## config.mk

```make
export PLATFORM = sky130hd
export DESIGN_NAME = mem_rdata_router_flat
export DESIGN_NICKNAME = d
export VERILOG_FILES = /design/src/rtl/mem_rdata_router_pkg.sv /design/src/rtl/mem_rdata_router_if.sv /design/src/rtl/mem_rdata_router_rd_tag_pipe.sv /design/src/rtl/mem_rdata_router.sv /design/src/flat_wrapper.sv
export SDC_FILE = /design/constraint.sdc
export NUM_CORES = 1
export LEC_CHECK = 0
export BUFFER_PORTS_ARGS = -buffer_cell sky130_fd_sc_hd__buf_2
export CAP_MARGIN = 20
export CORE_AREA = 2 2 218 220
export DETAILED_ROUTE_END_ITERATION = 12
export DIE_AREA = 0 0 220 222
export PLACE_DENSITY = 0.69
export SYNTH_ARGS = -nofsm -noshare
export SYNTH_HDL_FRONTEND = slang
export SYNTH_SLANG_ARGS = --single-unit
```

## constraint.sdc

```tcl
create_clock -name clk -period 3.81 [get_ports clk]
set_clock_uncertainty 0.05 [all_clocks]
set_input_delay 0.1905 -clock clk [delete_from_list [all_inputs] [get_ports clk]]
set_output_delay 0.1905 -clock clk [all_outputs]
set_load 0.03 [all_outputs]
```

## src/rtl/mem_rdata_router_pkg.sv

```systemverilog
// Shared types for the SRAM read-return router: lane/select widths and the in-flight read tag.
// No logic, so no latency or backpressure; also supplies the default `D_width when none is given.
`ifndef D_width
`define D_width 32
`endif

package mem_rdata_pkg;
   localparam int NUM_PORT = 16;
   localparam int SEL_W    = 4;
   localparam int CNT_W    = 8;
   localparam logic [CNT_W-1:0] RD_CNT_MAX = 8'd255;

   typedef struct packed {
      logic             vld;
      logic [SEL_W-1:0] sel;
   } rd_tag_t;
endpackage

```

## src/rtl/mem_rdata_router_if.sv

```systemverilog
// Bus bundle between request side, SRAM Q and the 16 consumer lanes; rd_cnt_out exists only
// with MEM_RDATA_CNT_EN. No latency of its own and no backpressure (no ready signals).
interface mem_rdata_router_if;
   import mem_rdata_pkg::*;

   logic [SEL_W-1:0]    sel_in;
   logic                r_enable;
   logic [`D_width-1:0] Q_in;
   logic [`D_width-1:0] rdata_out [NUM_PORT];
   logic [NUM_PORT-1:0] rvalid_out;
   logic                busy_out;
`ifdef MEM_RDATA_CNT_EN
   logic [CNT_W-1:0]    rd_cnt_out [NUM_PORT];
`endif

   modport master (
      output sel_in, r_enable, Q_in,
      input  rdata_out, rvalid_out, busy_out
`ifdef MEM_RDATA_CNT_EN
      , input rd_cnt_out
`endif
   );

   modport slave (
      input  sel_in, r_enable, Q_in,
      output rdata_out, rvalid_out, busy_out
`ifdef MEM_RDATA_CNT_EN
      , output rd_cnt_out
`endif
   );
endinterface

```

## src/rtl/mem_rdata_router_rd_tag_pipe.sv

```systemverilog
// READ_LAT-deep delay line of read tags with synchronous clear; head is the tag issued READ_LAT
// edges ago. Shifts every cycle, never stalls, so it exerts no backpressure.
module rd_tag_pipe
   import mem_rdata_pkg::*;
#(
   parameter int READ_LAT = 1
) (
   input  logic    clk,
   input  logic    rst,
   input  rd_tag_t tag_in,
   output rd_tag_t head,
   output logic    any_vld
);

   rd_tag_t stage [READ_LAT];

   always_ff @(posedge clk) begin
      if (rst) begin
         for (int i = 0; i < READ_LAT; i++) stage[i] <= '0;
      end else begin
         stage[0] <= tag_in;
         for (int i = 1; i < READ_LAT; i++) stage[i] <= stage[i-1];
      end
   end

   assign head = stage[READ_LAT-1];

   // Every stage is a register, so this OR is as registered as the pipeline itself.
   always_comb begin
      any_vld = 1'b0;
      for (int i = 0; i < READ_LAT; i++) any_vld = any_vld | stage[i].vld;
   end

endmodule

```

## src/rtl/mem_rdata_router.sv

```systemverilog
// Steers SRAM Q to the issuing lane READ_LAT cycles after the read edge and pulses its rvalid;
// one read per cycle, no stall or backpressure. Per-lane saturating counters with MEM_RDATA_CNT_EN.
module mem_rdata_router
   import mem_rdata_pkg::*;
#(
   parameter int READ_LAT = 1
) (
   input logic               clk,
   input logic               rst,
   mem_rdata_router_if.slave bus
);

   rd_tag_t tag_in;
   rd_tag_t head;
   logic    any_vld;

   assign tag_in = '{vld: bus.r_enable, sel: bus.sel_in};

   rd_tag_pipe #(
      .READ_LAT (READ_LAT)
   ) u_tag_pipe (
      .clk     (clk),
      .rst     (rst),
      .tag_in  (tag_in),
      .head    (head),
      .any_vld (any_vld)
   );

   assign bus.busy_out = any_vld;

   // In-order pipeline guarantees at most one delivery per edge, hence one-hot rvalid.
   always_ff @(posedge clk) begin
      if (rst) begin
         bus.rvalid_out <= '0;
         for (int i = 0; i < NUM_PORT; i++) bus.rdata_out[i] <= '0;
      end else begin
         bus.rvalid_out <= head.vld ? (NUM_PORT'(1) << head.sel) : '0;
         if (head.vld) bus.rdata_out[head.sel] <= bus.Q_in;
      end
   end

`ifdef MEM_RDATA_CNT_EN
   always_ff @(posedge clk) begin
      if (rst) begin
         for (int i = 0; i < NUM_PORT; i++) bus.rd_cnt_out[i] <= '0;
      end else if (head.vld && (bus.rd_cnt_out[head.sel] != RD_CNT_MAX)) begin
         bus.rd_cnt_out[head.sel] <= bus.rd_cnt_out[head.sel] + 1'b1;
      end
   end
`endif

endmodule

```

## src/flat_wrapper.sv

```systemverilog
// flat-port wrapper written by rule: the top's interface ports become plain ports
module mem_rdata_router_flat import mem_rdata_pkg::*;
#(
   parameter int READ_LAT = 1
)
  (clk, rst, bus_sel_in, bus_r_enable, bus_Q_in, bus_rdata_out, bus_rvalid_out, bus_busy_out);
  mem_rdata_router_if bus_i ();
  input logic clk;
  input logic rst;
  input wire logic [$bits(bus_i.sel_in)-1:0] bus_sel_in;
  input wire logic [$bits(bus_i.r_enable)-1:0] bus_r_enable;
  input wire logic [$bits(bus_i.Q_in)-1:0] bus_Q_in;
  output wire logic [$bits(bus_i.rdata_out)-1:0] bus_rdata_out;
  output wire logic [$bits(bus_i.rvalid_out)-1:0] bus_rvalid_out;
  output wire logic [$bits(bus_i.busy_out)-1:0] bus_busy_out;
  assign bus_i.sel_in = bus_sel_in;
  assign bus_i.r_enable = bus_r_enable;
  assign bus_i.Q_in = bus_Q_in;
  assign bus_rdata_out = {>>{bus_i.rdata_out}};
  assign bus_rvalid_out = bus_i.rvalid_out;
  assign bus_busy_out = bus_i.busy_out;
  mem_rdata_router #(.READ_LAT(READ_LAT)) u_core (.clk(clk), .rst(rst), .bus(bus_i));
endmodule
```

---- Word-level counts from Yosys, hierarchy flattened ----
Memory sizes are Yosys's and may differ from the RTL's.
Index checks and enable logic that the tools add are counted.
word-level totals
  flip-flop bits (word level) ............. 528
  output and inout port bits .............. 529
  word-level logic and storage cells ...... 34
  memory bits (writable) .................. 5
  memories kept ........................... 1
  input bits .............................. 39
memory list
  memory                   depth  bits a word  rd ports  clocked after memory_dff  wr ports  line                                text
  u_core.u_tag_pipe.stage  1      5            1         0                         1         mem_rdata_router_rd_tag_pipe.sv:15  rd_tag_t stage [READ_LAT];
operators by class
  bitwise operators ....................... 2
  shift operators ......................... 1
  reduce and logical (&&, ||, !) cells .... 3
  $lt $le $gt $ge ......................... 2
  muxes and demuxes ....................... 8
operator list
  kind                  count
  $bwmux 512            1
  $demux 32 s4          1
  $mux 32               1
  $shl 1x4->16 const A  1
  $ge 5x5->1 const B    1
  $lt 5x1->1 const B    1
  $mux 5                1
  $not 4->5             1
  $reduce_or 5->1       1
  $mux 1                4
  $reduce_or 2->1       1
  $logic_and 1x1->1     1
  $not 1->1             1

---- Longest topological paths before layout ----
Gate-level depths: netlist of run 1.
  depth in word-level cells ............... 6
  depth in mapped cells ................... 6
  gate-level depth less buffers ........... 3

---- Cells and area by module ----
Synthesis of run 1 repeated with hierarchy kept, for this count alone.
unflattened totals
  cell total of the unflattened synthesis .. 1824
  area total of the unflattened synthesis .. 20330.7 um^2
by module, submodules not included
  module            sequential area each (um^2)  cells an instance  area each (um^2)  times used
  mem_rdata_router  10570.1                      1813               20191.9           1
  rd_tag_pipe       100.1                        11                 138.9             1

---- Worst setup path before layout of run 1 ----
Ideal clock, no wire load.
  kind .................................... reg2reg
  from .................................... memory u_core.u_tag_pipe.stage[0][4] (netlist name)
  to ...................................... register u_core.bus.rdata_out[10]
  arrival time ............................ 1.520 ns
  library setup time ...................... 0.072 ns
  buffers on the path ..................... 3
  cell stages (with the launch flop) ...... 7
  required time ........................... 3.688 ns
  path slack .............................. 2.168 ns
  clock period less this slack ............ 1.642 ns
  cell sequence ........................... dfxtp_1 and3_1 clkbuf_2 and3_1 buf_2 buf_4 mux2i_1
between the ends
  word-level cells in the longest chain between the ends .. 1
RTL lines
  item                            line                                text
  start: declaration              mem_rdata_router_rd_tag_pipe.sv:15
  $mem_v2 1x5                     n/a
  end signal: indexed assignment  mem_rdata_router.sv:38              if (head.vld) bus.rdata_out[head.sel] <= bus.Q_in;
  end: declaration                mem_rdata_router_if.sv:26           output rdata_out, rvalid_out, busy_out
No other way between the ends.
A chain may end at the register's enable or synchronous reset.

==> metrics.csv, run 1 <==
metric,value,unit
status,"finished, final reports clean",
routed_via_density,4.96,
grt_usage,24.9,%
rsz0062_at_grt,false,
clk_latency,590,ps
reg2reg_from,u_core.u_tag_pipe.stage[0][2],
dp_slack,1440,ps
grt_pass1_vias,14700,
drc,0,
path_cells,nor2b_1 -> nand2_2 -> mux2i_1,
finalNonFillerCells,2946,
max_cap_violations,0,
clk_pin_slew,60,ps
fillers,4101,
io_pins,568,
core_area,0.0463,mm²
cp-end-kind,flip-flop,
period_minus_slack,2310,ps
synth.top_cells.by_count,"546 x nand2b_1, 533 x dfxtp_1, 512 x mux2i_1",
routed_wl,63200,µm
hpwlAfterDp,43100,µm
multiInputGateArea,0.00885,mm²
peakVddDrop,0.337,mV
yosysMostFrequentCell,nand2b_1,
setup_tns,0,ps
grt_pass1_wl,92400,µm
fmax,0.433,GHz
cts_buffer_depth,3,
min_path_type,input pin to flip-flop,
worstPathRequired,4250,ps
worstMarginPinSlew,1240,ps
die_y,222,µm
first_pass_iters,5,
yosysUniqueCellTypes,20,
ys_top_cells_by_area,"dfxtp_1 52%, mux2i_1 25%, nand2b_1 17%",
netlist_area,0.0205,mm²
gp_congestion,0.822,
cp-start-kind,flip-flop,
crit_type,flip-flop to flip-flop,
critical-path-top-delay-family,simple AND/OR/NAND/NOR gates,
hp-start,bus_Q_in[0],
die_area,0.0488,mm²
cts-root-buf,clkbuf_16,
yosys_warnings,0,
synth_edf_count,0,
drive_above_1_share,29.8,%
nets,2337,
drt-wirelength-per-cell,21.5,µm
cts_made_buffers,56,
fin_crit_sh,60.6,%
io_buffer_count,567,
cts_tree,done,
start_util,44.3,%
syn_inst,1824,
finalHoldViolations,0,
dieWidth,220,µm
p_leak,14.1,nW
cp.arrival,2750,ps
drt_iter0_drc,652,
grt_start_max_net_pins,99,
slowest_stage,nand2_2,
synth_top_area_cell,dfxtp_1,
cts_resized,0,
final-setup-viol-count,0,
final_util,54.6,%
ys_seq_elements,533,
seq_area,0.0107,mm²
power_density,458,mW/mm²
vias,14600,
critPathMaxStageDelay,710,ps
grt-ovfl-total,0,
cts_sinks,533,
ant_nets,0,
htreeDepth,2,
slew_headroom,17.4,%
area_growth,23.2,%
synth_fp_nets,1863,
critical_path_buf_inv_count,0,
async_reset_ff_share,0,%
ys.flop_type,dfxtp_1,
post_synth.cell_area_avg,11.2,µm²
num_rows,79,
netlist.area_leader.share,52.1,%
ys_seq_area_share,52.1,%
placed_cells,2838,
finalMaxSlewViolations,0,
crit_fanout,32,
antenna_found_initial,0,
cp-startpoint,u_core.u_tag_pipe.stage[0][2],
fin_ws,1500,ps
-- per-layer routing --
metal | up-vias | GRT usage (%) | part of all wire [%] | routed length (µm)
li1 | 6877 | - | - | -
met2 | 486 | 41.0 | 47 | 29800
met5 | - | 0 | 0 | 0
met1 | 7122 | 31.1 | 42 | 26600
met4 | 0 | 9.70 | 3.4 | 2180
met3 | 118 | 6.60 | 7.4 | 4670
-- layout make-up --
| class | count | area share, % |
|---|---|---|
| repair buffers | 599 | 12.5 |
| diodes | 2 | 0.0198 |
| well taps | 607 | 3.01 |
| flip-flops and latches | 533 | 42.3 |
| clock buffers | 86 | 6.76 |
| clock inverters | 11 | 0.357 |
| multi-input cells | 1108 | 35.1 |
-- kinds of logic after synthesis --
| logic type | count (synthesis) | synth area share [%] |
|---|---|---|
| and+or+nand+nor | 596 | 18.2 |
| DFF | 533 | 52.1 |
| muxes | 512 | 25.0 |
| buffers and inverters | 183 | 4.76 |
-- placed cells by master (no fill, tap or decap), types with 2 or more instances in the layout --
| cell | synthesis | final |
|---|---|---|
| and3b_1 | 2 | 2 |
| buf_12 | 0 | 5 |
| buf_2 | 53 | 566 |
| buf_4 | 15 | 22 |
| clkbuf_1 | 92 | 12 |
| clkbuf_16 | 0 | 57 |
| clkbuf_8 | 0 | 17 |
| clkinv_2 | 0 | 7 |
| dfxtp_1 | 533 | 533 |
| diode_2 | 0 | 2 |
| dlygate4sd3_1 | 0 | 5 |
| inv_6 | 0 | 2 |
| mux2i_1 | 512 | 512 |
| nand2_1 | 5 | 4 |
| nand2_2 | 11 | 12 |
| nand2b_1 | 546 | 546 |
| nand3_4 | 2 | 2 |
| nor2_1 | 12 | 12 |
| nor2b_1 | 8 | 8 |
| nor3_1 | 4 | 4 |
-- worst reg2reg max path, stage by stage, from the launching register on --
cell and delay [ps]:
dfxtp_1 550, nor2b_1 470, nand2_2 710, mux2i_1 420
-- worst paths after layout --
kind / to / slack, ps / depth (start not counted)
setup / recovery: u_core.bus.rdata_out[306] / 1500 / 3
hold / removal: u_core.bus.rdata_out[448] / 80 / 4
setup reg to reg: u_core.bus.rdata_out[306] / 1500 / 3
hold reg to reg: u_core.bus.rdata_out[329] / 420 / 2
-- registers in the layout, indices dropped and copies added (netlist names) --
register and cells:
u_core.u_tag_pipe.stage 5, u_core.bus.rvalid_out 16, u_core.bus.rdata_out 512
-- metrics by stage --
step	cell area, µm²	total power (W)	hold slack [ps]
6_report	25200	0.0116	78.1
5_1_grt	25200	0.0119	82.5
4_1_cts	25200	0.0117	52.0
3_5_place_dp	23300	0.00635	358
3_3_place_gp	23300	0.00634	358
2_1_floorplan	20500	0.00616	269
-- power by group --
| part | leakage [nW] | switching, W | total, W | internal [W] |
|---|---|---|---|---|
| logic | 8.89 | 0.000382 | 0.000581 | 0.000199 |
| clock network | 0.890 | 0.00222 | 0.00534 | 0.00312 |
| registers | 4.30 | 0.0000290 | 0.00565 | 0.00562 |
| total | 14.1 | 0.00263 | 0.0116 | 0.00894 |
-- timing repair --
item	in CTS	in global routing
hold buffers	5	0
endpoints found under the hold margin	5	0
endpoints found under the setup margin	0	0
setup buffers	0	0
Note: power is estimated with default switching activity, not from simulation.
==> run 2: changes to the inputs <==
==> constraint.sdc (replaced) <==
create_clock -name clk -period 2.2 [get_ports clk]
set_clock_uncertainty 0.05 [all_clocks]
set_input_delay 0.11 -clock clk [delete_from_list [all_inputs] [get_ports clk]]
set_output_delay 0.11 -clock clk [all_outputs]
set_load 0.03 [all_outputs]
==> metrics.csv, run 2 (same netlist as run 1, synthesis figures left out) <==
metric,value,unit,change
r2r_slack,340,ps,-1160 ps
cp-end-kind,flip-flop,,
reg2reg_depth,4,,+1
htreeDepth,2,,unchanged
worstMarginPinSlew,663,ps,-576 ps
cts_buffer_depth,3,,unchanged
postCtsSetupBuffers,0,,unchanged
reg2reg_from,u_core.u_tag_pipe.stage[0][3],,
drt_iter0_drc,845,,+30%
largest_reg_flops,512,,unchanged
hp-start,rst,,
clk_pin_slew,60,ps,about the same
nets,2419,,+3.5%
grt_usage,25.6,%,+0.71 points
start_util,44.3,%,unchanged
cp.arrival,2260,ps,-490 ps
cp-start-kind,flip-flop,,
hold_buffers,37,,+32
largest_register,u_core.bus.rdata_out,,
r2r_end,u_core.bus.rdata_out[239],,
finalMaxSlewViolations,0,,unchanged
clk_latency,600,ps,about the same
crit_type,flip-flop to flip-flop,,
peakVddDrop,0.627,mV,+86%
final_cell_mix,"566 x buf_2, 546 x nand2b_1, 533 x dfxtp_1",,
holdPathEnd,u_core.bus.rdata_out[395],,
final-setup-viol-count,0,,unchanged
fin_crit_sh,84.6,%,+24 points
power,0.0199,W,+72%
dr_wl_met2,30200,µm,+1.5%
die_y,222,µm,unchanged
drive_above_1_share,30.8,%,+0.95 points
grt_pass1_wl,95000,µm,+2.9%
cts_made_buffers,54,,-3.6%
drc,0,,unchanged
top_layer_used,met4,,
finalHoldViolations,0,,unchanged
p_leak,14.5,nW,+2.7%
io_pins,568,,unchanged
die_area,0.0488,mm²,unchanged
power_density,764,mW/mm²,+67%
hpwlAfterDp,44200,µm,+2.5%
area_growth,26.8,%,
cts_resized,0,,unchanged
wl_met1,27100,µm,+1.9%
vias,15000,,+2.7%
first_pass_iters,5,,unchanged
drt-wirelength-per-cell,21.2,µm,-0.98%
period_minus_slack,1860,ps,-448 ps
final_common_cell,buf_2,,
grt-ovfl-total,0,,unchanged
max_cap_violations,0,,unchanged
cts_tree,done,,
core_area,0.0463,mm²,unchanged
cts-root-buf,clkbuf_16,,
ant_nets,0,,unchanged
worstPathRequired,2600,ps,-1650 ps
crit_fanout,32,,unchanged
io_buffer_count,567,,unchanged
grt_start_max_net_pins,89,,-10%
routed_via_density,4.95,,-0.14%
setup_tns,0,ps,unchanged
status,"finished, final reports clean",,
antenna_found_initial,1,,+1
fmax,0.538,GHz,+24%
min_path_cells,3,,-1
slew_headroom,55.8,%,+38 points
rsz0062_at_grt,false,,
largestRegisters,"u_core.bus.rdata_out: 512 flops, u_core.bus.rvalid_out: 16 flops, u_core.u_tag_pipe.stage: 5 flops",,
num_rows,79,,unchanged
cts_sinks,533,,unchanged
min_path_type,input pin to flip-flop,,
routed_wl,64300,µm,+1.8%
gp_congestion,0.803,,-2.3%
grt_pass1_vias,15300,,+4.3%
dieWidth,220,µm,unchanged
wl_met3,4490,µm,-3.8%
run 2: power breakdown:
group          switching, W  internal, W
Sequential        0.0000480      0.00973
Combinational      0.000689     0.000441
Clock               0.00379      0.00515
run 2: through the flow:
stage / hold WS, ps / cell area, µm² / setup slack [ps] / util (%) / cells
2_1_floorplan: 188 / 20500 / 558 / - / 1824
3_3_place_gp: 286 / 23900 / 419 / 51.6 / 2894
3_5_place_dp: 287 / 23900 / 341 / 51.6 / 2894
4_1_cts: 40.8 / 26000 / 346 / 56.2 / 3028
5_1_grt: 77.0 / 26000 / 262 / 56.2 / 3028
6_report: 70.8 / 26000 / 340 / 56.2 / 3029
run 2: worst max path at each step:
stage / from / end / slack [ps] / depth (start not counted)
2_1_floorplan: u_core.u_tag_pipe.stage[0][4] / u_core.bus.rdata_out[10] / 560 / 6
4_1_cts: u_core.u_tag_pipe.stage[0][1] / u_core.bus.rdata_out[46] / 350 / 4
3_3_place_gp: u_core.u_tag_pipe.stage[0][3] / u_core.bus.rdata_out[244] / 420 / 4
6_report: u_core.u_tag_pipe.stage[0][3] / u_core.bus.rdata_out[239] / 340 / 4
3_5_place_dp: u_core.u_tag_pipe.stage[0][1] / u_core.bus.rdata_out[42] / 340 / 4
5_1_grt: u_core.u_tag_pipe.stage[0][1] / u_core.bus.rdata_out[45] / 260 / 4
run 2: layer usage:
metal  global-route usage (%)  vias up
li1                         -     7030
met4                     10.5        0
met5                        0        -
met3                     6.80      134
met2                     42.0      495
met1                     31.8     7335
run 2: worst max-delay path, cell delays in order (launching register included):
cell and delay, ps:
dfxtp_1 560, nor2b_1 460, nand2_2 90, buf_4 330, mux2i_1 190
run 2: cell type report:
type                            count  area (µm²)
Multi-Input combinational cell   1108        8850
Antenna cell                        1        2.50
Fill cell                        3979       20300
Clock inverter                     12         108
Sequential cell                   533       10700
Clock buffer                       85        1620
Timing Repair Buffer              683        3970
Tap cell                          607         759
